<file path="config.mk">
export PLATFORM = sky130hd
export DESIGN_NAME = data_cache
export DESIGN_NICKNAME = d
export VERILOG_FILES = /design/src/rtl/data_cache_pkg.sv /design/src/rtl/dcache_line_store.sv /design/src/rtl/data_cache.sv
export SDC_FILE = /design/constraint.sdc
export NUM_CORES = 1
export LEC_CHECK = 0
export ABC_CLOCK_PERIOD_IN_PS = 3440
export CORE_UTILIZATION = 25
export DETAILED_ROUTE_END_ITERATION = 8
export DONT_BUFFER_PORTS = 1
export SYNTH_ARGS = -nofsm -noshare
export SYNTH_HDL_FRONTEND = slang
export SYNTH_SLANG_ARGS = --single-unit
</file>
<file path="constraint.sdc">
create_clock -name CLK -period 3.44 [get_ports CLK]
set_clock_uncertainty 0.2 [all_clocks]
set_input_delay 0.172 -clock CLK [delete_from_list [all_inputs] [get_ports CLK]]
set_output_delay 0.172 -clock CLK [all_outputs]
set_load 0.005 [all_outputs]
</file>
<file path="src/rtl/data_cache_pkg.sv">
//==============================================================================
// Module : data_cache_pkg
// Brief  : Shared FSM encoding, address-field widths and block helpers for data_cache.
// Rev    : 1.0  initial release
//==============================================================================
`default_nettype none

package data_cache_pkg;

    typedef enum logic [1:0] {
        ST_IDLE       = 2'd0,
        ST_WRITE_BACK = 2'd1,
        ST_MEM_READ   = 2'd2,
        ST_UPDATE     = 2'd3
    } dc_state_t;

    localparam int c_addr_w   = 8;
    localparam int c_byte_w   = 8;
    localparam int c_block_w  = 32;
    localparam int c_offset_w = 2;
    localparam int c_index_w  = 3;
    localparam int c_tag_w    = c_addr_w - c_index_w - c_offset_w;

    function automatic logic [c_byte_w-1:0] get_byte(
        input logic [c_block_w-1:0]  blk,
        input logic [c_offset_w-1:0] off
    );
        return blk[{off, 3'b000} +: c_byte_w];
    endfunction

endpackage

`default_nettype wire

</file>
<file path="src/rtl/dcache_line_store.sv">
//==============================================================================
// Module : dcache_line_store
// Brief  : Valid/dirty/tag/data arrays with a byte-write port and a block-fill port.
// Rev    : 1.0  initial release
//==============================================================================
`default_nettype none

module dcache_line_store
    import data_cache_pkg::*;
#(
    parameter int INDEX_W  = c_index_w,
    parameter int OFFSET_W = c_offset_w,
    parameter int TAG_W    = c_tag_w,
    parameter int BLOCK_W  = c_block_w
) (
    input  logic                CLK,
    input  logic                RESET,
    input  logic [INDEX_W-1:0]  index,
    output logic                valid,
    output logic                dirty,
    output logic [TAG_W-1:0]    tag,
    output logic [BLOCK_W-1:0]  data,
    input  logic                byte_we,
    input  logic [OFFSET_W-1:0] byte_off,
    input  logic [7:0]          byte_data,
    input  logic                fill_we,
    input  logic [TAG_W-1:0]    fill_tag,
    input  logic [BLOCK_W-1:0]  fill_data
);

    localparam int c_lines = 1 << INDEX_W;

    logic               r_valid [c_lines];
    logic               r_dirty [c_lines];
    logic [TAG_W-1:0]   r_tag   [c_lines];
    logic [BLOCK_W-1:0] r_data  [c_lines];

    assign valid = r_valid[index];
    assign dirty = r_dirty[index];
    assign tag   = r_tag[index];
    assign data  = r_data[index];

    always_ff @(posedge CLK) begin
        if (RESET) begin
            for (int i = 0; i < c_lines; i++) begin
                r_valid[i] <= 1'b0;
                r_dirty[i] <= 1'b0;
                r_tag[i]   <= '0;
                r_data[i]  <= '0;
            end
        end else if (fill_we) begin
            r_valid[index] <= 1'b1;
            r_dirty[index] <= 1'b0;
            r_tag[index]   <= fill_tag;
            r_data[index]  <= fill_data;
        end else if (byte_we) begin
            r_data[index][{byte_off, 3'b000} +: 8] <= byte_data;
            r_dirty[index]                         <= 1'b1;
        end
    end

endmodule

`default_nettype wire

</file>
<file path="src/rtl/data_cache.sv">
//==============================================================================
// Module : data_cache
// Brief  : Direct-mapped write-back, write-allocate data cache with block memory port.
// Rev    : 1.0  initial release
//==============================================================================
`default_nettype none

module data_cache
    import data_cache_pkg::*;
#(
    parameter int INDEX_W  = c_index_w,
    parameter int OFFSET_W = c_offset_w,
    parameter int TAG_W    = c_addr_w - INDEX_W - OFFSET_W
) (
    input  logic                           CLK,
    input  logic                           RESET,
    input  logic                           READ,
    input  logic                           WRITE,
    input  logic [c_addr_w-1:0]            ADDRESS,
    input  logic [c_byte_w-1:0]            WRITEDATA,
    output logic [c_byte_w-1:0]            READDATA,
    output logic                           BUSYWAIT,
    output logic                           mem_read,
    output logic                           mem_write,
    output logic [c_addr_w-OFFSET_W-1:0]   mem_address,
    output logic [c_block_w-1:0]           mem_writedata,
    input  logic [c_block_w-1:0]           mem_readdata,
    input  logic                           mem_busywait
);

    dc_state_t r_state;
    dc_state_t w_next_state;

    logic [TAG_W-1:0]     w_tag;
    logic [INDEX_W-1:0]   w_idx;
    logic [OFFSET_W-1:0]  w_off;
    logic                 w_line_valid;
    logic                 w_line_dirty;
    logic [TAG_W-1:0]     w_line_tag;
    logic [c_block_w-1:0] w_line_data;
    logic                 w_idle;
    logic                 w_req;
    logic                 w_hit;
    logic                 w_byte_we;
    logic                 w_fill_we;

    assign w_tag = ADDRESS[c_addr_w-1 -: TAG_W];
    assign w_idx = ADDRESS[OFFSET_W +: INDEX_W];
    assign w_off = ADDRESS[OFFSET_W-1:0];

    assign w_idle = (r_state == ST_IDLE);
    assign w_req  = READ | WRITE;
    // Hits only count in IDLE so a line being refilled never answers early.
    assign w_hit  = w_idle & w_line_valid & (w_line_tag == w_tag);

    assign BUSYWAIT  = (w_req & ~w_hit) | ~w_idle;
    assign READDATA  = get_byte(w_line_data, w_off);
    assign w_byte_we = w_hit & WRITE;
    assign w_fill_we = (r_state == ST_UPDATE);

    dcache_line_store #(
        .INDEX_W  (INDEX_W),
        .OFFSET_W (OFFSET_W),
        .TAG_W    (TAG_W),
        .BLOCK_W  (c_block_w)
    ) u_lines (
        .CLK       (CLK),
        .RESET     (RESET),
        .index     (w_idx),
        .valid     (w_line_valid),
        .dirty     (w_line_dirty),
        .tag       (w_line_tag),
        .data      (w_line_data),
        .byte_we   (w_byte_we),
        .byte_off  (w_off),
        .byte_data (WRITEDATA),
        .fill_we   (w_fill_we),
        .fill_tag  (w_tag),
        .fill_data (mem_readdata)
    );

    always_ff @(posedge CLK) begin
        if (RESET) begin
            r_state <= ST_IDLE;
        end else begin
            r_state <= w_next_state;
        end
    end

    always_comb begin
        w_next_state  = r_state;
        mem_read      = 1'b0;
        mem_write     = 1'b0;
        mem_address   = '0;
        mem_writedata = '0;
        case (r_state)
            ST_IDLE: begin
                if (w_req && !w_hit) begin
                    w_next_state = w_line_dirty ? ST_WRITE_BACK : ST_MEM_READ;
                end
            end
            ST_WRITE_BACK: begin
                mem_write     = 1'b1;
                mem_address   = {w_line_tag, w_idx};
                mem_writedata = w_line_data;
                if (!mem_busywait) begin
                    w_next_state = ST_MEM_READ;
                end
            end
            ST_MEM_READ: begin
                mem_read    = 1'b1;
                mem_address = {w_tag, w_idx};
                if (!mem_busywait) begin
                    w_next_state = ST_UPDATE;
                end
            end
            ST_UPDATE: begin
                w_next_state = ST_IDLE;
            end
            default: begin
                w_next_state = ST_IDLE;
            end
        endcase
    end

endmodule

`default_nettype wire

</file>
# Word-level counts from Yosys, hierarchy flattened
# Memories as Yosys holds them, arrays and structs flattened.
# Index checks and enable logic that the tools add are counted.
[classes]
n_reduce_logical = 8
n_bitwise = 41
eq_ne = 7
n_shift = 3
n_addsub = 1
muxes = 64
[op_table]
columns = ["cell", "count"]
rows = [
  ["$mux W32", 4],
  ["$mux W1", 49],
  ["$or A1 B1 Y1", 35],
  ["$reduce_or A32 Y1", 1],
  ["$shift A8 B7 Y32 const A", 1],
  ["$shiftx A32 B6 Y8", 1],
  ["$shiftx A8 B7 Y32", 1],
  ["$mux W3", 5],
  ["$pmux W6 S2", 1],
  ["$mux W2", 4],
  ["$pmux W2 S4", 1],
  ["$neg A5 Y7", 1],
  ["$and A1 B1 Y1", 4],
  ["$eq A2 B2 Y1 const B", 2],
  ["$ne A2 B2 Y1 const B", 2],
  ["$eq A3 B3 Y1", 1],
  ["$reduce_and A3 Y1", 1],
  ["$reduce_or A3 Y1", 1],
  ["$eq A2 B1 Y1 const B", 1],
  ["$logic_not A2 Y1", 1],
  ["$ne A2 B1 Y1 const B", 1],
  ["$not A1 Y1", 2],
  ["$reduce_or A1 Y1", 2],
  ["$logic_and A1 B1 Y1", 1],
  ["$logic_not A1 Y1", 1],
]
[totals]
memories = 4
out_inout_bits = 49
regBits = 2
elab_cells = 129
mem_bits_rw = 296
[mem_list]
columns = ["name", "words", "width", "read_ports", "rd_ports_with_merged_regs", "write_ports", "line", "source"]
rows = [
  ["u_lines.r_data", 8, 32, 1, 0, 8, "dcache_line_store.sv:36", "logic [BLOCK_W-1:0] r_data [c_lines];"],
  ["u_lines.r_tag", 8, 3, 1, 0, 8, "dcache_line_store.sv:35", "logic [TAG_W-1:0] r_tag [c_lines];"],
  ["u_lines.r_dirty", 8, 1, 1, 0, 8, "dcache_line_store.sv:34", "logic r_dirty [c_lines];"],
  ["u_lines.r_valid", 8, 1, 1, 0, 8, "dcache_line_store.sv:33", "logic r_valid [c_lines];"],
]

# Longest topological paths before layout
[depth]
word_depth = 11
depth_mapped = 11
depth_no_buf = 6

# Hierarchy
# From an unflattened synthesis, not the netlist that was laid out.
[hier_totals]
hier_cells = 1007
area_unflattened_um2 = 14134.8
[modules_own_cells]
columns = ["mod", "instances", "cells_per_inst", "area_per_inst_um2"]
rows = [
  ["dcache_line_store", 1, 924, 13407.9],
  ["data_cache", 1, 83, 726.9],
]

# Worst setup path after synthesis
# Ideal clock, no wire load.
[synth_path]
path_kind = "input to register"
from = "input port ADDRESS[2]"
to = "memory u_lines.r_data[4][0] (netlist name) (enable)"
stages = 9
setup_time_ns = 0.387
setup_slack_ns = 0.214
t_arrival_ns = 2.639
cell_sequence = "buf_2 buf_4 mux2i_1 a2bb2oi_1 a21oi_1 a211oi_2 nand2_1 clkbuf_1 o31ai_1"
[synth_lines]
columns = ["item", "line", "source"]
rows = [
  ["start, declared", "data_cache.sv:19", "input logic [c_addr_w-1:0] ADDRESS,"],
  ["end, declared", "dcache_line_store.sv:36", ""],
]

==> flow_summary.json <==
{
  "overflow": 0,
  "syn_to_final_growth_pct": 19.68,
  "hold_viol": 0,
  "crit_path_cell_trace": "mux2i_1 -> o22ai_1 -> or3_1 -> a211oi_4 -> buf_6 -> nand3_1 -> buf_4 -> o22ai_1 -> dlygate4sd3_1",
  "cts.sinks": 298,
  "dp.cells": 2021,
  "initial_core_util": 0.2541,
  "ys_seq_elements": 298,
  "finalHoldWorstSlack_ns": 0.02011,
  "critPathBufInv": 3,
  "maxSlewViolCount": 0,
  "grt_antenna_before_repair": 3,
  "final_nets": 1409,
  "synth.avg_cell_area_um2": 11.63,
  "core_um2": 58030,
  "min_period_ns": 3.311,
  "cap_violations": 0,
  "hold_path.class": "primary input to flop",
  "wire_per_inst_um": 27.67,
  "cp_slowest_stage_delay_ns": 0.58,
  "synth_edf_count": 288,
  "clk_path_buf_depth": 3,
  "ys_warn_count": 0,
  "synth_cell_type_count": 50,
  "worstMarginPinSlew_ns": 1.186,
  "setup_violations": 0,
  "status": "completed",
  "syn_nets": 1330,
  "rsz0062_at_grt": "false",
  "critPathMostFrequentCell": "o22ai_1",
  "power_density_nw_per_um2": 501.4,
  "drive_gt1_frac": 0.1627,
  "postRouteAntennaNets": 0,
  "vias": 12220,
  "worstPathArrival_ns": 3.56,
  "required_ns": 3.69,
  "insertion_delay_ns": 0.56,
  "grt_use_total": 0.1915,
  "drc": 0,
  "min_period_over_period": 0.9626,
  "fin_cells": 2139,
  "io_buffers": 0,
  "dr.pass1.iters": 7,
  "cts_tree": "done",
  "grt_pass1_vias": 11830,
  "path_class": "flop to flop",
  "row_count": 88,
  "slew-limit-headroom": 0.2096,
  "syn_area_um2": 14750,
  "crit_path_max_fanout": 48,
  "synthArstFlopShare": 0,
  "cts_root_buffer": "clkbuf_16",
  "irDropWorstVdd_mv": 0.3579,
  "clock.fmax_mhz": 302.0,
  "grt_pass1_wl_mm": 84.29,
  "htreeDepth": 1,
  "pin_count": 102,
  "synthFlopType": "edfxtp_1",
  "p_leak_uw": 0.005902,
  "numCtsBuffers": 31,
  "drt-initial-drc-count": 2214,
  "die_area_um2": 59960,
  "setup.worst_path.start_class": "flop",
  "die_w_um": 244.9,
  "yosysSeqAreaShare": 0.6000,
  "hpwl_mm": 40.57,
  "crit_family": "buffers and inverters",
  "totalWireLength_mm": 59.19,
  "syn_inst": 1268,
  "fp.dieH_um": 244.9,
  "grt_max_degree": 69,
  "endpoint_kind": "flop",
  "cts.reportedPaths.clkPinSlew_ns": 0.06,
  "viasPerCell": 5.712,
  "place.gp.congestion": 0.9425,
  "cts_setup_buffers": 0,
  "slowest_stage": "dlygate4sd3_1"
}
[power by group]
| group | internal (uW) | total [uW] | switching [uW] |
|---|---|---|---|
| Clock | 1950 | 3370 | 1420 |
| Combinational | 419 | 1270 | 849 |
| Sequential | 4150 | 4220 | 68.2 |
[flip-flops by register name, indices dropped and copies added, names as in the netlist]
register         count
u_lines.r_valid      8
u_lines.r_data     256
u_lines.r_tag       24
u_lines.r_dirty      8
r_state              2
[cell usage in the layout (no fill, tap or decap), types with 5 or more instances in the layout]
cell | Yosys | layout
clkbuf_1 | 84 | 10
a21oi_1 | 172 | 172
buf_4 | 4 | 98
a222oi_1 | 7 | 7
dfxtp_1 | 10 | 10
o21ai_0 | 61 | 61
nor2_1 | 66 | 64
clkbuf_16 | 0 | 31
nand2_1 | 125 | 120
a22oi_1 | 17 | 17
nand4_2 | 15 | 15
ha_1 | 9 | 9
mux2i_1 | 28 | 28
mux2_2 | 34 | 34
nand4_1 | 7 | 7
a221oi_1 | 48 | 48
nand2_2 | 0 | 5
edfxtp_1 | 288 | 288
clkinv_1 | 3 | 11
o31ai_1 | 12 | 10
mux4_2 | 13 | 13
dlygate4sd3_1 | 0 | 57
inv_1 | 16 | 16
and3_1 | 5 | 5
o22ai_1 | 124 | 124
nand3_1 | 7 | 5
nand2b_1 | 8 | 8
and2_1 | 37 | 37
a22o_1 | 9 | 9
[cell usage after synthesis, types with 7 or more instances]
cell / n / area, um2
a21oi_1: 172 / 860.8
nand2_1: 125 / 469.2
buf_1: 11 / 41.29
mux2i_1: 28 / 280.3
dfxtp_1: 10 / 200.2
o22ai_1: 124 / 775.7
nand3_1: 7 / 35.03
inv_1: 16 / 60.06
a221oi_1: 48 / 420.4
nand4_2: 15 / 187.7
mux4_2: 13 / 292.8
nor2_1: 66 / 247.7
a22oi_1: 17 / 127.6
nand2b_1: 8 / 50.05
buf_2: 13 / 65.06
edfxtp_1: 288 / 8648
o31ai_1: 12 / 90.09
a222oi_1: 7 / 70.07
ha_1: 9 / 112.6
clkbuf_1: 84 / 315.3
a22o_1: 9 / 78.83
nand4_1: 7 / 43.79
mux2_2: 34 / 382.9
and2_1: 37 / 231.5
o21ai_0: 61 / 305.3
[cell type report]
class | instances | area, um2
fillers | 5856 | 40380
flip-flops and latches | 298 | 8848
multi-input cells | 838 | 5436
repair buffers | 158 | 1334
well taps | 765 | 957.2
clock buffers | 41 | 813.3
clock inverters | 16 | 176.4
inverters | 20 | 75.07
diodes | 3 | 7.507
[through the flow]
stage / setup slack [ns] / TNS [ns] / cell area (um2) / power (uW) / utilization
finish: 0.1288 / 0 / 17650 / 8849 / 0.3041
CTS: 0.08119 / 0 / 17620 / 8830 / 0.3037
floorplan: 0.2144 / 0 / 14750 / 4996 / -
global placement: 0.02912 / 0 / 16060 / 5436 / 0.2767
detailed placement: -0.01990 / -0.1569 / 16060 / 5452 / 0.2767
global route: 0.01255 / 0 / 17640 / 9046 / 0.3041
[tightest hold or removal path, delay by kind of cell]
kind / cells / cell delay, ns
compound gates: 3 / 0.47
mux: 1 / 0.07
[metal layers]
layer	part of all wire	up-vias	track usage
met5	0.00046	-	0
li1	-	5127	-
met3	0.11	183	0.03991
met2	0.47	880	0.3149
met1	0.37	6024	0.2417
met4	0.049	4	0.08438
[final timing paths]
kind | start | end | slack (ns) | depth (start not counted)
worst max-delay path | u_lines.r_tag[3][0] | u_lines.r_data[4][12] | 0.13 | 9
worst min-delay path | ADDRESS[4] | r_state[1] | 0.02 | 4
worst max register to register | u_lines.r_tag[3][0] | u_lines.r_data[4][12] | 0.13 | 9
worst min register to register | u_lines.r_valid[5] | u_lines.r_valid[5] | 0.27 | 2
[timing repair]
action	in CTS	in global routing
hold endpoints to repair	455	0
hold buffers	57	0
endpoints found under the setup margin	8	8
resized for setup	1	3
[cell families after synthesis]
family | count (synthesis) | share of synthesized area
flip-flops | 298 | 0.6000
AO/OA/AOI/OAI | 466 | 0.1945
AND/OR/NAND/NOR | 288 | 0.09732
multiplexers | 75 | 0.06482
buffers and inverters | 132 | 0.03572
adder cells (fa/ha/maj) | 9 | 0.007636
Power figures use the tool's default switching activity.
